[config.mk]
export PLATFORM = sky130hd
export DESIGN_NAME = iu_mdu
export DESIGN_NICKNAME = d
export VERILOG_FILES = /design/src/rtl/iu_mdu.sv
export SDC_FILE = /design/constraint.sdc
export NUM_CORES = 1
export LEC_CHECK = 0
export ABC_AREA = 1
export ABC_CLOCK_PERIOD_IN_PS = 7100
export CORE_ASPECT_RATIO = 1.5
export CORE_MARGIN = 5
export CORE_UTILIZATION = 45
export CTS_BUF_LIST = sky130_fd_sc_hd__clkbuf_8
export DETAILED_ROUTE_END_ITERATION = 8
export GPL_ROUTABILITY_DRIVEN = 0
export PLACE_DENSITY = 0.75
export SYNTH_ARGS = -nofsm -noshare
export SYNTH_HDL_FRONTEND = slang
export SYNTH_SLANG_ARGS = --single-unit
[constraint.sdc]
create_clock -name clk_i -period 7.1 [get_ports clk_i]
set_input_delay 1.42 -clock clk_i [delete_from_list [all_inputs] [get_ports clk_i]]
set_output_delay 1.42 -clock clk_i [all_outputs]
set_load 0.02 [all_outputs]
[src/rtl/iu_mdu.sv]
`default_nettype none
// ============================================================================
// Module   : iu_mdu
// Purpose  : Iterative multiply/divide unit that owns the HI/LO registers.
//            MULT/MULTU use one radix-2 shift-add step per cycle. DIV/DIVU use
//            one restoring-division step per cycle. Each operation takes
//            exactly WIDTH cycles. Signed operations run on operand magnitudes.
//            The sign is fixed up on the final step, so no extra cycle is spent.
// Ports    : clk_i, rst_i      clock, asynchronous active-high reset
//            start_i, op_i     request and opcode (00 MULT, 01 MULTU,
//                              10 DIV, 11 DIVU), sampled with a_i/b_i
//            a_i, b_i          multiplicand/dividend, multiplier/divisor
//            cancel_i          flush: abort any operation in flight
//            whi_i, wlo_i      MTHI/MTLO write enables, data on wdata_i
//            busy_o, done_o    RUN state, one-cycle completion pulse
//            hi_o, lo_o        architectural HI/LO registers
// Revision : 1.0 - initial release
// ============================================================================
module iu_mdu #(
    parameter int WIDTH = 32
) (
    input  logic             clk_i,
    input  logic             rst_i,
    input  logic             start_i,
    input  logic [1:0]       op_i,
    input  logic [WIDTH-1:0] a_i,
    input  logic [WIDTH-1:0] b_i,
    input  logic             cancel_i,
    input  logic             whi_i,
    input  logic             wlo_i,
    input  logic [WIDTH-1:0] wdata_i,
    output logic             busy_o,
    output logic             done_o,
    output logic [WIDTH-1:0] hi_o,
    output logic [WIDTH-1:0] lo_o
);

    localparam logic [1:0] ST_IDLE = 2'd0;
    localparam logic [1:0] ST_RUN  = 2'd1;
    localparam logic [1:0] ST_DONE = 2'd2;

    localparam logic [WIDTH-1:0] CNT_LAST = WIDTH'(WIDTH - 1);
    localparam logic [WIDTH-1:0] CNT_ONE  = WIDTH'(1);

    logic [1:0]       state_q, state_d;
    logic [WIDTH-1:0] cnt_q, cnt_d;
    logic [WIDTH-1:0] acc_q, acc_d;     // partial product high half / remainder
    logic [WIDTH-1:0] quo_q, quo_d;     // multiplier shift reg / dividend->quotient
    logic [WIDTH-1:0] bmag_q, bmag_d;   // |b|
    logic [WIDTH-1:0] a_q, a_d;         // original a, returned as HI on divide-by-zero
    logic             isdiv_q, isdiv_d;
    logic             negq_q, negq_d;   // negate product / quotient at the end
    logic             negr_q, negr_d;   // negate remainder at the end
    logic             divz_q, divz_d;
    logic [WIDTH-1:0] hi_q, hi_d;
    logic [WIDTH-1:0] lo_q, lo_d;

    logic             w_accept;
    logic             w_last;
    logic             w_a_neg, w_b_neg;
    logic [WIDTH-1:0] w_a_mag, w_b_mag;
    logic [WIDTH:0]   w_mul_sum;
    logic [WIDTH:0]   w_div_rem;
    logic             w_div_ge;
    logic [WIDTH-1:0] w_div_diff;
    logic [WIDTH-1:0] w_acc_step, w_quo_step;
    logic [2*WIDTH-1:0] w_prod, w_prod_fix;
    logic [WIDTH-1:0] w_res_hi, w_res_lo;

    // ------------------------------------------------------------------
    // Control FSM
    // ------------------------------------------------------------------
    assign w_accept = start_i && !cancel_i && (state_q != ST_RUN);
    assign w_last   = (cnt_q == CNT_LAST);

    always_ff @(posedge clk_i or posedge rst_i) begin
        if (rst_i) begin
            state_q <= ST_IDLE;
        end else begin
            state_q <= state_d;
        end
    end

    always_comb begin
        state_d = state_q;
        if (cancel_i) begin
            state_d = ST_IDLE;
        end else begin
            case (state_q)
                ST_IDLE: if (start_i) state_d = ST_RUN;
                ST_RUN:  if (w_last)  state_d = ST_DONE;
                ST_DONE: state_d = start_i ? ST_RUN : ST_IDLE;
                default: state_d = ST_IDLE;
            endcase
        end
    end

    always_comb begin
        busy_o = (state_q == ST_RUN);
        done_o = (state_q == ST_DONE);
    end

    // ------------------------------------------------------------------
    // Operand preparation: signed ops run on magnitudes. The magnitude of
    // the most-negative value is the same bit pattern read as unsigned.
    // ------------------------------------------------------------------
    assign w_a_neg = ~op_i[0] & a_i[WIDTH-1];
    assign w_b_neg = ~op_i[0] & b_i[WIDTH-1];
    assign w_a_mag = w_a_neg ? -a_i : a_i;
    assign w_b_mag = w_b_neg ? -b_i : b_i;

    // ------------------------------------------------------------------
    // One radix-2 step
    // ------------------------------------------------------------------
    // Multiply: conditionally add |b| into the high half, then shift the
    // (carry, acc, quo) chain right by one.
    assign w_mul_sum = quo_q[0] ? ({1'b0, acc_q} + {1'b0, bmag_q}) : {1'b0, acc_q};

    // Restoring divide: shift the next dividend bit into the remainder. The
    // remainder stays below 2*|b|, so a successful subtraction fits in WIDTH
    // bits and can be computed modulo 2^WIDTH.
    assign w_div_rem  = {acc_q, quo_q[WIDTH-1]};
    assign w_div_ge   = (w_div_rem >= {1'b0, bmag_q});
    assign w_div_diff = w_div_rem[WIDTH-1:0] - bmag_q;

    assign w_acc_step = isdiv_q ? (w_div_ge ? w_div_diff : w_div_rem[WIDTH-1:0])
                                : w_mul_sum[WIDTH:1];
    assign w_quo_step = isdiv_q ? {quo_q[WIDTH-2:0], w_div_ge}
                                : {w_mul_sum[0], quo_q[WIDTH-1:1]};

    // Final-step sign correction, applied directly to the values being loaded.
    assign w_prod     = {w_acc_step, w_quo_step};
    assign w_prod_fix = negq_q ? -w_prod : w_prod;

    always_comb begin
        w_res_hi = w_prod_fix[2*WIDTH-1:WIDTH];
        w_res_lo = w_prod_fix[WIDTH-1:0];
        if (isdiv_q) begin
            if (divz_q) begin
                w_res_hi = a_q;
                w_res_lo = '1;
            end else begin
                w_res_hi = negr_q ? -w_acc_step : w_acc_step;
                w_res_lo = negq_q ? -w_quo_step : w_quo_step;
            end
        end
    end

    // ------------------------------------------------------------------
    // Datapath next-state
    // ------------------------------------------------------------------
    always_comb begin
        cnt_d   = cnt_q;
        acc_d   = acc_q;
        quo_d   = quo_q;
        bmag_d  = bmag_q;
        a_d     = a_q;
        isdiv_d = isdiv_q;
        negq_d  = negq_q;
        negr_d  = negr_q;
        divz_d  = divz_q;
        hi_d    = hi_q;
        lo_d    = lo_q;

        if (cancel_i) begin
            cnt_d = '0;
        end else if (w_accept) begin
            cnt_d   = '0;
            acc_d   = '0;
            quo_d   = w_a_mag;
            bmag_d  = w_b_mag;
            a_d     = a_i;
            isdiv_d = op_i[1];
            negq_d  = w_a_neg ^ w_b_neg;
            negr_d  = w_a_neg;
            divz_d  = op_i[1] && (b_i == '0);
        end else if (state_q == ST_RUN) begin
            acc_d = w_acc_step;
            quo_d = w_quo_step;
            if (w_last) begin
                cnt_d = '0;
                hi_d  = w_res_hi;
                lo_d  = w_res_lo;
            end else begin
                cnt_d = cnt_q + CNT_ONE;
            end
        end

        // MTHI/MTLO take effect outside RUN. A write in the same cycle as an
        // accepted start lands now and is later replaced by the result.
        if (!cancel_i && (state_q != ST_RUN)) begin
            if (whi_i) hi_d = wdata_i;
            if (wlo_i) lo_d = wdata_i;
        end
    end

    always_ff @(posedge clk_i or posedge rst_i) begin
        if (rst_i) begin
            cnt_q   <= '0;
            acc_q   <= '0;
            quo_q   <= '0;
            bmag_q  <= '0;
            a_q     <= '0;
            isdiv_q <= 1'b0;
            negq_q  <= 1'b0;
            negr_q  <= 1'b0;
            divz_q  <= 1'b0;
            hi_q    <= '0;
            lo_q    <= '0;
        end else begin
            cnt_q   <= cnt_d;
            acc_q   <= acc_d;
            quo_q   <= quo_d;
            bmag_q  <= bmag_d;
            a_q     <= a_d;
            isdiv_q <= isdiv_d;
            negq_q  <= negq_d;
            negr_q  <= negr_d;
            divz_q  <= divz_d;
            hi_q    <= hi_d;
            lo_q    <= lo_d;
        end
    end

    assign hi_o = hi_q;
    assign lo_o = lo_q;

endmodule
`default_nettype wire

# Yosys cells after proc, flatten, opt, wreduce, memory -nomap -nowiden
# Index checks and enable logic that the tools add are counted.
dict set report totals {
  ff_bits 230
  out_inout_bits 66
}
dict set report op_classes {
  add_sub_neg 8
  n_lt_le_gt_ge 1
  n_eq_ne 6
  mux 38
  n_bitwise 5
  n_reduce_logical 12
}
# op count
set ops {}
lappend ops {{$mux W32} 31}
lappend ops {{$neg A32 Y32} 4}
lappend ops {{$mux W64} 1}
lappend ops {{$neg A64 Y64} 1}
lappend ops {{$add A32 B32 Y33} 1}
lappend ops {{$ge A33 B32 Y1} 1}
lappend ops {{$mux W33} 1}
lappend ops {{$add A32 B1 Y32 const B} 1}
lappend ops {{$eq A32 B5 Y1 const B} 1}
lappend ops {{$logic_not A32 Y1} 1}
lappend ops {{$sub A32 B32 Y32} 1}
lappend ops {{$mux W2} 3}
lappend ops {{$pmux W2 S3} 1}
lappend ops {{$reduce_and A2 Y1} 3}
lappend ops {{$logic_and A1 B1 Y1} 4}
lappend ops {{$ne A3 B2 Y1 const B} 1}
lappend ops {{$ne A3 B3 Y1 const B} 1}
lappend ops {{$reduce_bool A3 Y1} 1}
lappend ops {{$and A1 B1 Y1} 2}
lappend ops {{$eq A2 B1 Y1 const B} 1}
lappend ops {{$eq A2 B2 Y1 const B} 1}
lappend ops {{$logic_not A2 Y1} 1}
lappend ops {{$ne A2 B1 Y1 const B} 1}
lappend ops {{$not A1 Y1} 2}
lappend ops {{other kinds (4)} 4}

# Depth between registers and ports, before layout
# Gate-level depths: netlist of run 1.
dict set report depth {
  depth_word 13
  depth_mapped 33
  depth_no_buf 33
}

# Worst setup path before layout of run 1
# OpenSTA, ideal clock, no wires.
dict set report synth_timing {
  kind {register to register}
  from {register acc_q[7]}
  to {register hi_q[14], in the netlist hi_o[14]}
  arrival_ns 3.576
  required_ns 6.982
  slack_ns 3.406
  path_stages_with_launch 33
  path_buffers 0
  path_cell_list {dfrtp_1 ha_1 nand2_2 inv_2 nand2_1 nand2_1 inv_2 nand3_2 nand2_2 nand2_2 nand2_4 nand2_4 o21ai_2 ha_1 nand2_1 nor2_1 nand2_1 nor2_4 nand3_2 nor2_2 nand3_2 nor2_2 nand3_1 nor2_1 nand3_1 o21ai_2 nand2_1 nand2_1 nor2_1 nor2_1 nand2_1 a21oi_1 nor2_1}
}
dict set report synth_between {
  elab_chain_cells 13
}
# item line
set synth_lines {}
lappend synth_lines {{from (decl)} 47} ;# logic [WIDTH-1:0] acc_q, acc_d;
lappend synth_lines {{from (signal assigned)} 200} ;# acc_q <= '0;
lappend synth_lines {{from (signal assigned)} 212} ;# acc_q <= acc_d;
lappend synth_lines {{$add A32 B32 Y33, or another cell as far along} 117} ;# assign w_mul_sum = quo_q[0] ? ({1'b0, acc_q} + {1'b0, bmag_q}) : {1'b0, acc_q};
lappend synth_lines {{$mux W33 or $mux W32 (tied branches)} {117, 126}}
lappend synth_lines {{$mux W32} 126} ;# assign w_acc_step = isdiv_q ? (w_div_ge ? w_div_diff : w_div_rem[WIDTH-1:0])
lappend synth_lines {{$neg A32 Y32} 143} ;# w_res_hi = negr_q ? -w_acc_step : w_acc_step;
lappend synth_lines {{$mux W32} 143}
lappend synth_lines {{$mux W32} 139} ;# if (divz_q) begin
lappend synth_lines {{$mux W32 *} 138} ;# if (isdiv_q) begin
lappend synth_lines {{$mux W32 *} 180} ;# if (w_last) begin
lappend synth_lines {{$mux W32 *} 177} ;# end else if (state_q == ST_RUN) begin
lappend synth_lines {{$mux W32 *} 167} ;# end else if (w_accept) begin
lappend synth_lines {{$mux W32 *} 165} ;# if (cancel_i) begin
lappend synth_lines {{$mux W32} 192} ;# if (whi_i) hi_d = wdata_i;
lappend synth_lines {{$mux W32 *} 191} ;# if (!cancel_i && (state_q != ST_RUN)) begin
lappend synth_lines {{named net hi_d[14]} 55} ;# logic [WIDTH-1:0] hi_q, hi_d;
lappend synth_lines {{to (signal assigned)} 220} ;# hi_q <= hi_d;
lappend synth_lines {{to (decl)} 55}
# The timed path passes the listed nets; every way through them passes the cells marked *.
# A chain may end at the register's enable or synchronous reset.

# Final worst setup path of run 1
dict set report layout_timing {
  from {register acc_q[7]}
  to {register hi_q[10], in the netlist hi_o[10]}
}
# Same word-level chain as after synthesis.

==> key figures, run 1 <==
Power and ir drop
  • Total power: 9437 uW
  • Worst VDD drop: 0.1931 mV
  • Leak Pwr: 0.01234 uW
  • Power Density: 376.6 nW/um2

CTS
  • # H-tree levels: 2
  • CTS Hold Buffers Added: 0
  • Cts bufs inserted: 39
  • Num Clock Sinks: 230
  • CTS tree: done
  • CTS resizes: 0
  • Clock tree root driver cell: clkbuf_8
  • Clock transition at path regs: 0.07 ns
  • Post-CTS Setup Inserts: 0
  • Max clock buf depth: 3
  • Clock Latency Late Sink: 0.60 ns

Timing
  • Worst setup margin: 2.097 ns
  • Period utilization: 70.46%
  • Setup Skew: 0.02754 ns
  • Hold Fails Final Rpt: 0
  • Maximum clock frequency: 0.1999 GHz
  • Setup tns final: 0 ns
  • RSZ-0062 raised after global routing: no
  • Setup violations, final: 0
  • Fin crit period: 5.003 ns
  • Worst slew pin tran: 1.425 ns
  • Max-slew headroom: 3.974%
  • Pins over their slew limit: 0

Finish
  • Post-layout util: 51.60%
  • Register Area: 5761 um2
  • Most common cell after layout, fill and taps aside: nand2_1
  • P&R area growth vs syn: 13.75%
  • Final instance area: 25060 um2
  • Fin nets: 3883
  • Combined area of the multi-input logic cells: 13510 um2
  • Fraction of layout cells with a size suffix above 1: 7.064%
  • Most frequent cells in the layout: nand2_1, inv_1, nor2_1, nand3_1, a21oi_1
  • Fillcell total: 5065

Logic synthesis
  • Post-synth EDFFs: 0
  • Ys flop type: dfrtp_1
  • Ranking of synthesized cells by area: dfrtp_1, nand2_1, inv_1
  • Mean post-synth cell area: 6.131 um2
  • Post-Syn Nets: 3768
  • Largest area contributor in the netlist: dfrtp_1
  • Mapped Area: 22030 um2
  • Count of cell types in the netlist: 71
  • Share of the synthesized area in the top cell type: 26.13%
  • Ys Warns: 0
  • Fraction of registers with async set/reset: 100.0%
  • Synthesized instance count: 3593
  • Post-synthesis register bit count: 230
  • Post-synthesis sequential area ratio: 26.13%

Global route
  • Congestion Overflow GR: 0
  • Global-route wire length before repair: 141.5 mm
  • Overall global routing resource usage: 34.30%
  • Number of global-route vias before repair: 24.41k
  • Largest net degree at the start of global routing: 118
  • Initial antenna violation count: 7

Floorplanning
  • IO Pins: 170
  • Initial Util: 45.37%
  • Die Ht: 281.0 um
  • Die area: 53570 um2
  • FP Rows: 99
  • Core Box Area: 48560 um2
  • Chip Width: 190.7 um

Place
  • # port buffers: 169
  • DP Worst Slack: 2.234 ns
  • Dpl cell area: 24220 um2
  • DP HPWL: 69.97 mm

Detailed routing
  • Routed vias: 25.59k
  • Vias/cell: 5.821
  • Drt first pass iters: 7
  • Total routed wirelength: 93.87 mm
  • First DRT Iteration DRCs: 2645
  • Antenna viol nets, final: 0
  • Drc violations: 0
  • Drt wl/cell: 21.35 um

Worst setup path
  • CP arrival: 5.51 ns
  • Worst path depth: 31
  • R2r setup slk: 2.10 ns
  • CP peak stage delay: 0.42 ns
  • Crit-path most repeated cell: nand2_1
  • FF-to-FF path depth: 31
  • Crit path launch type: flip-flop
  • Worst path required time: 7.61 ns
  • Slowest CP cell: dfrtp_1
  • CP endpoint kind: flip-flop
  • Crit path max fanout: 35
  • CP top delay family: simple AND/OR/NAND/NOR gates
  • WP buf/inv: 2
  • Critical path class: flip-flop to flip-flop

Status
  • Status: complete, no violations

Min path
  • HP Class: flip-flop to flip-flop
  • Hold path cells: 2

Flow run
  • MaxCap Viol Count: 0
==> Yosys cell counts (32+ instances only) <==
cell type	count
nor2_1	364
o22ai_1	32
a21oi_1	233
o211ai_1	35
inv_1	551
nand2_1	968
nand3_1	292
clkbuf_1	78
xor2_1	44
ha_1	69
nand4_1	40
nand2_2	32
dfrtp_1	230
o21ai_0	213
a31oi_1	33
nor3_1	39
==> power by group <==
| group | leakage [uW] | total [uW] | switching [uW] | internal (uW) |
|---|---|---|---|---|
| logic | 0.00902 | 6280 | 4430 | 1860 |
| clock network | 0.000474 | 1330 | 621 | 711 |
| registers | 0.00285 | 1820 | 246 | 1580 |
==> worst reg2reg max path: cells and delay by family, from the launching register on <==
kind | cells | cell delay, ns
DFF | 1 | 0.42
adders and majority gates | 2 | 0.62
and+or+nand+nor | 24 | 3.11
buffers and inverters | 2 | 0.10
AOI/OAI and AO/OA | 3 | 0.68
==> cell type report <==
class / count / area share, %
Sequential cell: 230 / 22.99
Inverter: 576 / 8.649
Antenna cell: 3 / 0.02996
Tap cell: 656 / 3.276
Clock inverter: 23 / 0.7191
Timing Repair Buffer: 203 / 7.850
Multi-Input combinational cell: 2658 / 53.90
Clock buffer: 47 / 2.582
==> per-stage QoR <==
| stage | instances | hold WS (ns) |
|---|---|---|
| after floorplan | 3593 | 0.4419 |
| after global placement | 4323 | 0.4556 |
| after detailed placement | 4323 | 0.4606 |
| after CTS | 4393 | 0.4775 |
| after global routing | 4394 | 0.5068 |
| final | 4396 | 0.4884 |
==> worst paths after layout <==
path	start	endpoint
max in group asynchronous	rst_i	quo_q[7]$_DFFE_PP0P_
setup / recovery	acc_q[7]$_DFFE_PP0P_	hi_o[10]$_DFF_PP0_
hold / removal	a_q[0]$_DFFE_PP0P_	a_q[0]$_DFFE_PP0P_
hold reg to reg	a_q[0]$_DFFE_PP0P_	a_q[0]$_DFFE_PP0P_
min in group asynchronous	rst_i	hi_o[23]$_DFF_PP0_
setup reg to reg	acc_q[7]$_DFFE_PP0P_	hi_o[10]$_DFF_PP0_
==> sequential cells by signal, indices dropped and copies added, names as in the netlist <==
name / count
lo_o: 32
cnt_q: 32
bmag_q: 32
negr_q: 1
negq_q: 1
isdiv_q: 1
quo_q: 32
a_q: 32
divz_q: 1
hi_o: 32
acc_q: 32
state_q: 2
==> cell families (layout without fill, tap and decap cells) <==
logic type	count (synthesis)	count (layout)	share of synthesized area, %
and+or+nand+nor	1868	1868	37.47
buffers and inverters	705	849	12.64
AOI/OAI and AO/OA	650	650	16.88
DFF	230	230	26.13
adders and majority gates	71	71	4.101
xor gates and xnor gates	68	68	2.738
muxes	1	1	0.04544
other	0	3	0
==> metal layers <==
layer	track usage [%]	wire [um]	share of wire, %	up-vias
met4	32.71	11700	12	6
li1	-	-	-	11830
met1	36.87	31310	33	11590
met5	0	41	0.044	-
met3	7.952	8932	9.5	580
met2	54.89	41890	45	1579
Power figures use the tool's default switching activity.
==> inputs of run 2 (changes only) <==
--- a/config.mk
+++ b/config.mk
@@ -6,14 +6,14 @@
 export NUM_CORES = 1
 export LEC_CHECK = 0
 export ABC_AREA = 1
-export ABC_CLOCK_PERIOD_IN_PS = 7100
+export ABC_CLOCK_PERIOD_IN_PS = 4700
 export CORE_ASPECT_RATIO = 1.5
 export CORE_MARGIN = 5
 export CORE_UTILIZATION = 45
 export CTS_BUF_LIST = sky130_fd_sc_hd__clkbuf_8
 export DETAILED_ROUTE_END_ITERATION = 8
 export GPL_ROUTABILITY_DRIVEN = 0
-export PLACE_DENSITY = 0.75
+export PLACE_DENSITY = 0.72
 export SYNTH_ARGS = -nofsm -noshare
 export SYNTH_HDL_FRONTEND = slang
 export SYNTH_SLANG_ARGS = --single-unit
==> constraint.sdc (replaced) <==
create_clock -name clk_i -period 4.7 [get_ports clk_i]
set_input_delay 0.94 -clock clk_i [delete_from_list [all_inputs] [get_ports clk_i]]
set_output_delay 0.94 -clock clk_i [all_outputs]
set_load 0.02 [all_outputs]
==> key figures, run 2 (synthesized netlist as in run 1, its figures left out) <==
Global route
  • Number of global-route vias before repair: 24.35k
  • Initial antenna violation count: 4
  • Largest net degree at the start of global routing: 84
  • Overall global routing resource usage: 34.05%
  • Global-route wire length before repair: 140.6 mm
  • Congestion Overflow GR: 0

CTS
  • Clock transition at path regs: 0.07 ns
  • Cts bufs inserted: 38
  • CTS resizes: 0
  • Clock tree root driver cell: clkbuf_8
  • CTS Hold Buffers Added: 0
  • Max clock buf depth: 3
  • # H-tree levels: 2
  • Clock Latency Late Sink: 0.60 ns
  • Post-CTS Setup Inserts: 0
  • Num Clock Sinks: 230
  • CTS tree: done

Worst setup path
  • R2r setup slk: 0.23 ns
  • Crit path max fanout: 34
  • Crit path launch type: flip-flop
  • CP endpoint kind: flip-flop
  • Worst path required time: 5.16 ns
  • CP arrival: 4.93 ns
  • Critical path class: flip-flop to flip-flop

Detailed routing
  • Antenna viol nets, final: 0
  • Max layer used: met5
  • Drt wl/cell: 21.14 um
  • First DRT Iteration DRCs: 2593
  • Metal-1 WL: 32.35 mm
  • Drc violations: 0
  • Total routed wirelength: 93.76 mm
  • Met3 WL post-DR: 8.010 mm
  • Drt first pass iters: 6
  • Routed vias: 25.33k
  • Vias/cell: 5.711
  • Met2 WL: 42.89 mm

Power and ir drop
  • Seq pwr share: 19.2%
  • Power Density: 565.8 nW/um2
  • P_int: 6338 uW
  • Clock Power Share: 13.2%
  • Sw Pwr: 8035 uW
  • Worst VDD drop: 0.2766 mV
  • Sw Share: 55.90%
  • Leak Pwr: 0.01254 uW
  • Comb power frac: 67.6%

Finish
  • Fraction of layout cells with a size suffix above 1: 8.415%
  • Final cell count without fillers: 4436
  • Most frequent cells in the layout: nand2_1, inv_1, nor2_1, nand3_1, a21oi_1
  • Fillcell total: 4994
  • Post-layout util: 52.31%
  • Fin nets: 3931
  • Most common cell after layout, fill and taps aside: nand2_1
  • P&R area growth vs syn: 15.31%

Floorplanning
  • Initial Util: 45.37%
  • IO Pins: 170
  • FP Rows: 99
  • Chip Width: 190.7 um
  • Die Ht: 281.0 um
  • Core Box Area: 48560 um2
  • Die area: 53570 um2

Timing
  • RSZ-0062 raised after global routing: no
  • Worst setup margin: 0.2327 ns
  • Worst slew pin tran: 1.602 ns
  • Setup violations, final: 0
  • Setup tns final: 0 ns
  • Pins over their slew limit: 3
  • Maximum clock frequency: 0.2239 GHz
  • Min Hold Slack: 0.4892 ns
  • Fin crit period: 4.467 ns
  • Setup Skew: 0.05504 ns
  • Hold Fails Final Rpt: 0
  • Max-slew headroom: -7.910%
  • Period utilization: 95.05%

Place
  • DP HPWL: 72.23 mm
  • # port buffers: 169
  • Placed Cells: 4372
  • DP Worst Slack: 0.2081 ns

Flow run
  • MaxCap Viol Count: 2

Status
  • Status: finished with violations
  • Failing checks: max-capacitance violations, max-slew violations

Min path
  • HP Class: flip-flop to flip-flop
## run 2: cell count changes in the layout (fill, tap and decap cells not counted), moves of 2 or more
cell,previous run,this run
inv_1,562,555
nor2_1,361,359
clkbuf_8,47,49
buf_4,32,79
nor2_2,29,31
bufinv_16,3,1
diode_2,3,1
## run 2: path summary, 6_finish.rpt
check | startpoint | end | depth (start not counted)
setup / recovery | acc_q[1]$_DFFE_PP0P_ | hi_o[18]$_DFF_PP0_ | 26
hold / removal | a_q[0]$_DFFE_PP0P_ | a_q[0]$_DFFE_PP0P_ | 2
setup reg to reg | acc_q[1]$_DFFE_PP0P_ | hi_o[18]$_DFF_PP0_ | 26
hold reg to reg | a_q[0]$_DFFE_PP0P_ | a_q[0]$_DFFE_PP0P_ | 2
max in group asynchronous | rst_i | isdiv_q$_DFFE_PP0P_ | 3
min in group asynchronous | rst_i | lo_o[17]$_DFF_PP0_ | 2
## run 2: metal layers
| metal | vias up | GRT usage, % |
|---|---|---|
| met5 | - | 0 |
| met1 | 11490 | 37.52 |
| met4 | 2 | 29.89 |
| met3 | 473 | 6.722 |
| li1 | 11930 | - |
| met2 | 1440 | 55.54 |
## run 2: layout make-up
type	instances	area (um2)	share of cell area, %
clock buffer	49	674.4	2.655
inverter	576	2167	8.532
antenna	1	2.502	0.009852
tap	656	820.8	3.231
timing repair buffer	252	2351	9.256
multi-input combinational	2658	13520	53.24
clock inverter	14	101.3	0.3990
sequential	230	5761	22.68
## run 2: per-stage QoR
step                      total power [uW]  cell area [um2]
after floorplan                       9070            22030
after global placement               12010            24600
after detailed placement             12010            24600
after CTS                            13960            25380
after global routing                 15220            25400
final                                14370            25400
## run 2: worst max-delay path, cell delays in order (launching register included)
cell     delay, ns
dfrtp_1       0.41
ha_1          0.40
nand2_1       0.10
nor2_1        0.30
nand3_1       0.14
nor2_1        0.14
nand2_1       0.09
nand2_2       0.08
nor2_4        0.05
nand2_4       0.10
buf_6         0.30
nand2_1       0.11
nand3_2       0.10
nand2_4       0.09
inv_1         0.16
ha_1          0.32
nand3_2       0.14
nor2_4        0.23
nand4_1       0.17
nand2_2       0.25
nand2_1       0.11
nand2_1       0.07
nand2_1       0.05
o21ai_1       0.12
nand3_1       0.08
a21oi_1       0.16
nor2_1        0.05
## run 2: power groups by stage
| stage | registers, uW | clock network (uW) | logic, uW |
|---|---|---|---|
| finish | 2760 | 1900 | 9720 |
| CTS | 2740 | 1910 | 9310 |
| global route | 2800 | 1980 | 10400 |
| floorplan | 2770 | 0 | 6300 |
| global placement | 2760 | 0 | 9250 |
| detailed placement | 2770 | 0 | 9240 |
